--- src/rtl/i2c_rx_byte_fifo.sv ---
// Assembles MSB-first I2C read bits into bytes, buffers them in a show-ahead FIFO and counts bytes per transaction.
// Optional EDID block checksum: define I2C_RX_CHECKSUM_EN.
module i2c_rx_byte_fifo #(
    parameter int unsigned DEPTH     = 16,
    parameter int unsigned BLOCK_LEN = 128
) (
    input  logic                     clk_4MHz,
    input  logic                     rst_n,
    input  logic                     xfer_start,
    input  logic                     xfer_stop,
    input  logic                     bit_valid,
    input  logic                     bit_data,
    input  logic                     rd_en,
    output logic [7:0]               rd_data,
    output logic                     empty,
    output logic                     full,
    output logic [$clog2(DEPTH):0]   count,
    output logic                     byte_done,
    output logic [7:0]               bytes_rx,
    output logic                     overflow,
    output logic                     block_done,
    output logic                     checksum_ok
);
    localparam int unsigned PW = $clog2(DEPTH);

    typedef enum logic {IDLE, SHIFT} state_e;

    state_e         state_q, state_d;
    logic [6:0]     shift_q, shift_d;
    logic [2:0]     bitcnt_q, bitcnt_d, cnt_base;
    logic [PW-1:0]  wr_ptr_q, wr_ptr_d, rd_ptr_q, rd_ptr_d;
    logic [PW:0]    count_q, count_d;
    logic [7:0]     bytes_q, bytes_d;
    logic           ovf_q, ovf_d, done_q, done_d;
    logic [7:0]     mem_q [DEPTH];

    logic           start, stop, take, push, pop, wr_ok;
    logic [7:0]     new_byte;

    assign empty    = (count_q == '0);
    assign full     = (count_q == (PW+1)'(DEPTH));
    assign rd_data  = empty ? 8'h00 : mem_q[rd_ptr_q];
    assign count    = count_q;
    assign bytes_rx = bytes_q;
    assign overflow = ovf_q;
    assign byte_done = done_q;

    always_comb begin
        start    = xfer_start;
        stop     = xfer_stop & ~xfer_start;
        state_d  = state_q;
        if (start)
            state_d = SHIFT;
        else if (stop)
            state_d = IDLE;

        // A START in the same cycle as a bit re-opens the transaction and then accepts the bit.
        take     = bit_valid & (start | ((state_q == SHIFT) & ~stop));
        cnt_base = (start | stop) ? 3'd0 : bitcnt_q;
        new_byte = {shift_q, bit_data};
        push     = take & (cnt_base == 3'd7);
        bitcnt_d = take ? cnt_base + 3'd1 : cnt_base;
        shift_d  = take ? {shift_q[5:0], bit_data} : shift_q;

        pop      = rd_en & ~empty;
        wr_ok    = push & (~full | pop);
        wr_ptr_d = wr_ok ? wr_ptr_q + PW'(1) : wr_ptr_q;
        rd_ptr_d = pop   ? rd_ptr_q + PW'(1) : rd_ptr_q;
        count_d  = count_q;
        case ({wr_ok, pop})
            2'b10:   count_d = count_q + (PW+1)'(1);
            2'b01:   count_d = count_q - (PW+1)'(1);
            default: count_d = count_q;
        endcase

        bytes_d  = (start ? 8'h00 : bytes_q) + 8'(push);
        ovf_d    = (~start & ovf_q) | (push & full & ~pop);
        done_d   = push;
    end

    always_ff @(posedge clk_4MHz or negedge rst_n) begin
        if (!rst_n) begin
            state_q  <= IDLE;
            shift_q  <= '0;
            bitcnt_q <= '0;
            wr_ptr_q <= '0;
            rd_ptr_q <= '0;
            count_q  <= '0;
            bytes_q  <= '0;
            ovf_q    <= 1'b0;
            done_q   <= 1'b0;
        end else begin
            state_q  <= state_d;
            shift_q  <= shift_d;
            bitcnt_q <= bitcnt_d;
            wr_ptr_q <= wr_ptr_d;
            rd_ptr_q <= rd_ptr_d;
            count_q  <= count_d;
            bytes_q  <= bytes_d;
            ovf_q    <= ovf_d;
            done_q   <= done_d;
        end
    end

    always_ff @(posedge clk_4MHz) begin
        if (wr_ok)
            mem_q[wr_ptr_q] <= new_byte;
    end

`ifdef I2C_RX_CHECKSUM_EN
    localparam int unsigned BW = $clog2(BLOCK_LEN + 1);

    logic [7:0]    sum_q, sum_d, sum_next;
    logic [BW-1:0] blk_q, blk_d, blk_base;
    logic          cks_q, cks_d, bdone_q, bdone_d, last;

    // Dropped bytes still feed the sum: the checksum covers what was on the bus.
    always_comb begin
        blk_base = start ? '0 : blk_q;
        sum_next = (start ? 8'h00 : sum_q) + (push ? new_byte : 8'h00);
        last     = push & (blk_base == BW'(BLOCK_LEN - 1));
        bdone_d  = last;
        cks_d    = cks_q;
        sum_d    = sum_next;
        blk_d    = push ? blk_base + BW'(1) : blk_base;
        if (last) begin
            cks_d = (sum_next == 8'h00);
            sum_d = 8'h00;
            blk_d = '0;
        end
    end

    always_ff @(posedge clk_4MHz or negedge rst_n) begin
        if (!rst_n) begin
            sum_q   <= '0;
            blk_q   <= '0;
            cks_q   <= 1'b0;
            bdone_q <= 1'b0;
        end else begin
            sum_q   <= sum_d;
            blk_q   <= blk_d;
            cks_q   <= cks_d;
            bdone_q <= bdone_d;
        end
    end

    assign block_done  = bdone_q;
    assign checksum_ok = cks_q;
`else
    assign block_done  = 1'b0;
    assign checksum_ok = 1'b0;
`endif

endmodule

--- config.mk ---
export PLATFORM = sky130hd
export DESIGN_NAME = i2c_rx_byte_fifo
export DESIGN_NICKNAME = d
export VERILOG_FILES = /design/src/rtl/i2c_rx_byte_fifo.sv
export SDC_FILE = /design/constraint.sdc
export NUM_CORES = 1
export LEC_CHECK = 0
export BUFFER_PORTS_ARGS = -buffer_cell sky130_fd_sc_hd__buf_4
export CAP_MARGIN = 20
export CORE_MARGIN = 5
export CORE_UTILIZATION = 65
export DETAILED_ROUTE_END_ITERATION = 6
export GPL_TIMING_DRIVEN = 0
export PLACE_DENSITY = 0.84
export SKIP_LAST_GASP = 1
export SLEW_MARGIN = 20
export SYNTH_ARGS = -nofsm -noshare
export SYNTH_HDL_FRONTEND = slang
export SYNTH_SLANG_ARGS = --single-unit
--- constraint.sdc ---
create_clock -name clk_4MHz -period 4.8 [get_ports clk_4MHz]
set_input_delay 0.48 -clock clk_4MHz [delete_from_list [all_inputs] [get_ports clk_4MHz]]
set_output_delay 0.48 -clock clk_4MHz [all_outputs]
set_load 0.005 [all_outputs]
==> impl_metrics.ini <==
[status]
outcome = completed

[place]
place_congestion = 0.815
portBuffers = 31
hpwl_mm = 8.45

[timing]
fmax_ghz = 0.280
hold_viol_final = 0
setup_viol = 0
finalCritPeriodShare = 0.744
finClkSkew_ps = 8.97
period_minus_slack_ps = 3570
slew_violations = 0
holdWs_ps = 181
grt_setup_unrepaired = no
relSlewSlack = 0.385
setup_tns_ps = 0
worst-slew-pin-transition_ps = 922

[layout]
final-seq-area_um2 = 4690
area_delta_synth_final_pct = 15.5
multi_input_area_um2 = 1840
nNetsFinal = 424
final_cell_mix = edfxtp_1, mux4_2, buf_4
fin_util = 0.774
fillers = 509
layout-drive-gt1-share = 0.313
mostFrequentLayoutCell = edfxtp_1
n_antenna_cell = 0

[setup_path]
startpoint_type = flop
end_kind = primary output
timing.rr.end = count[4]$_DFFE_PN0P_
startpoint = rd_ptr_q[1]$_DFFE_PN0N_
critPathMaxFanout = 10
crit_arrival_ps = 3090
r2r_slack_ps = 1850
crit_type = flop to primary output
critical_path_required_ps = 4320
r2r-start = bitcnt_q[0]$_DFF_PN0_
reg2reg_depth = 13

[yosys]
async_flop_share = 0.210
synth_area_um2 = 6610
yosysWarnings = 0
ys_seq_area_frac = 0.710
postSynthAreaPerCell_um2 = 18.9
synth-seq-cells = 162
synth_cell_types = 43
synth_flop_cell = edfxtp_1
synth-edff-count = 128
netlist_instances = 350

[clock_tree]
cts_max_level = 4
cts-root-buf = clkbuf_8
postCtsSetupBuffers = 0
insertion_delay_ps = 530
clkSinkCount = 162
clkTransAtPathRegs_ps = 60
cts_tree = done
cts_buffers = 17
clockBufferDepth = 2

[route]
routed_wl_mm = 13.2
firstDrtPassIters = 4
via_per_inst = 6.24
drc = 0
wl_per_cell_um = 23.9
drt_iter0_markers = 344
postRouteAntennaNets = 0
vias = 3443

[global_route]
globalRoute.totalOverflow = 0
grt.total_usage = 0.232
grt_max_degree = 35
grt_pass1_vias = 3549
antenna_found_initial = 0
grt_pass1_wl_mm = 20.9

[min_path]
hold_depth = 2
hold_end = bytes_rx[6]$_DFF_PN0_
min_path_type = input port to flop
hp-start = xfer_start

[floorplanning]
coreArea_um2 = 9860
num_rows = 36
die_h_um = 111
die_w_um = 111
boundaryPins = 34
die-area_um2 = 12300
start_util = 0.670

[pwr]
p_leak_nw = 2.73
peakVddDrop_uv = 231
p_per_area_nw_per_um2 = 436

[flow_run]
drv_cap = 0
## through the flow
step           cell area [µm²]  cells  total power (W)  setup slack, ps
6_report                  7640    552          0.00333             1230
3_3_place_gp              7010    515          0.00207              715
4_1_cts                   7640    552          0.00335             1210
3_5_place_dp              7070    519          0.00209             1440
2_1_floorplan             6610    351          0.00193             1950
5_1_grt                   7640    552          0.00345             1110
## registers in the layout, indices dropped and copies added (netlist names)
signal and flops:
mem_q 128, bytes_rx 8, shift_q 7, count 5
rd_ptr_q 4, wr_ptr_q 4, bitcnt_q 3, byte_done 1
overflow 1, state_q 1
## worst max-delay path by stage
| stage | endpoint | cells past startpoint |
|---|---|---|
| after floorplan | mem_q[0][0]$_DFFE_PP_ | 9 |
| after global placement | mem_q[1][5]$_DFFE_PP_ | 10 |
| after detailed placement | mem_q[12][0]$_DFFE_PP_ | 10 |
| after CTS | rd_data[3] | 6 |
| after global routing | rd_data[3] | 6 |
| final | rd_data[3] | 6 |
## kinds of logic (layout without fill, tap and decap cells)
logic type | count (synthesis) | after routing | share of synthesized area
other | 1 | 2 | 0.000567
multiplexers | 51 | 51 | 0.155
XOR/XNOR | 15 | 15 | 0.0199
buffers and inverters | 24 | 92 | 0.0155
AND/OR/NAND/NOR | 68 | 68 | 0.0581
AO/OA/AOI/OAI | 18 | 18 | 0.0195
flip-flops | 162 | 162 | 0.710
adder cells (fa/ha/maj) | 11 | 11 | 0.0208
## power by group
part	total [W]	internal, W	switching (W)	leakage (nW)
Clock	0.00126	0.000738	0.000525	0.258
Combinational	0.000279	0.000144	0.000135	0.878
Sequential	0.00179	0.00165	0.000138	1.60
Total	0.00333	0.00253	0.000798	2.73
## area by class of cell
| type | count | share of cell area |
|---|---|---|
| Clock buffer | 19 | 0.0552 |
| Timing Repair Buffer | 36 | 0.0357 |
| Tap cell | 133 | 0.0218 |
| Multi-Input combinational cell | 165 | 0.241 |
| Buffer | 14 | 0.00852 |
| Clock inverter | 13 | 0.0180 |
| Sequential cell | 162 | 0.615 |
| Inverter | 10 | 0.00491 |
## synth_stat cells, types with 4 or more instances
master	n	area share
xnor2_1	11	0.015
xor2_1	4	0.0053
edfxtp_1	128	0.58
nor2b_1	11	0.010
mux4_2	40	0.14
dfrtp_1	34	0.13
mux2_2	9	0.015
and2_1	11	0.010
ha_1	11	0.021
nor4_1	6	0.0057
nand2_1	14	0.0079
clkbuf_1	5	0.0028
inv_1	10	0.0057
buf_2	4	0.0030
nor2_1	8	0.0045
## critical path, cell delays in order (launching register included)
cell,delay (ps)
dfrtp_1,380
clkbuf_1,330
clkbuf_1,580
mux4_2,430
mux4_2,490
nor2b_1,170
buf_4,180
## timing repair
action | in CTS | in global routing
endpoints found under the hold margin | 34 | 0
hold buffers | 1 | 0
gates resized for setup | 0 | 0
## per-layer routing
metal  routed length (µm)  global-route usage  vias up
met5                    0                   0        -
met4                  224              0.0846        0
met3                  948              0.0611       14
met2                 6800               0.371      146
met1                 5230               0.311     1794
li1                     -                   -     1489
Note: power is estimated with default switching activity, not from simulation.
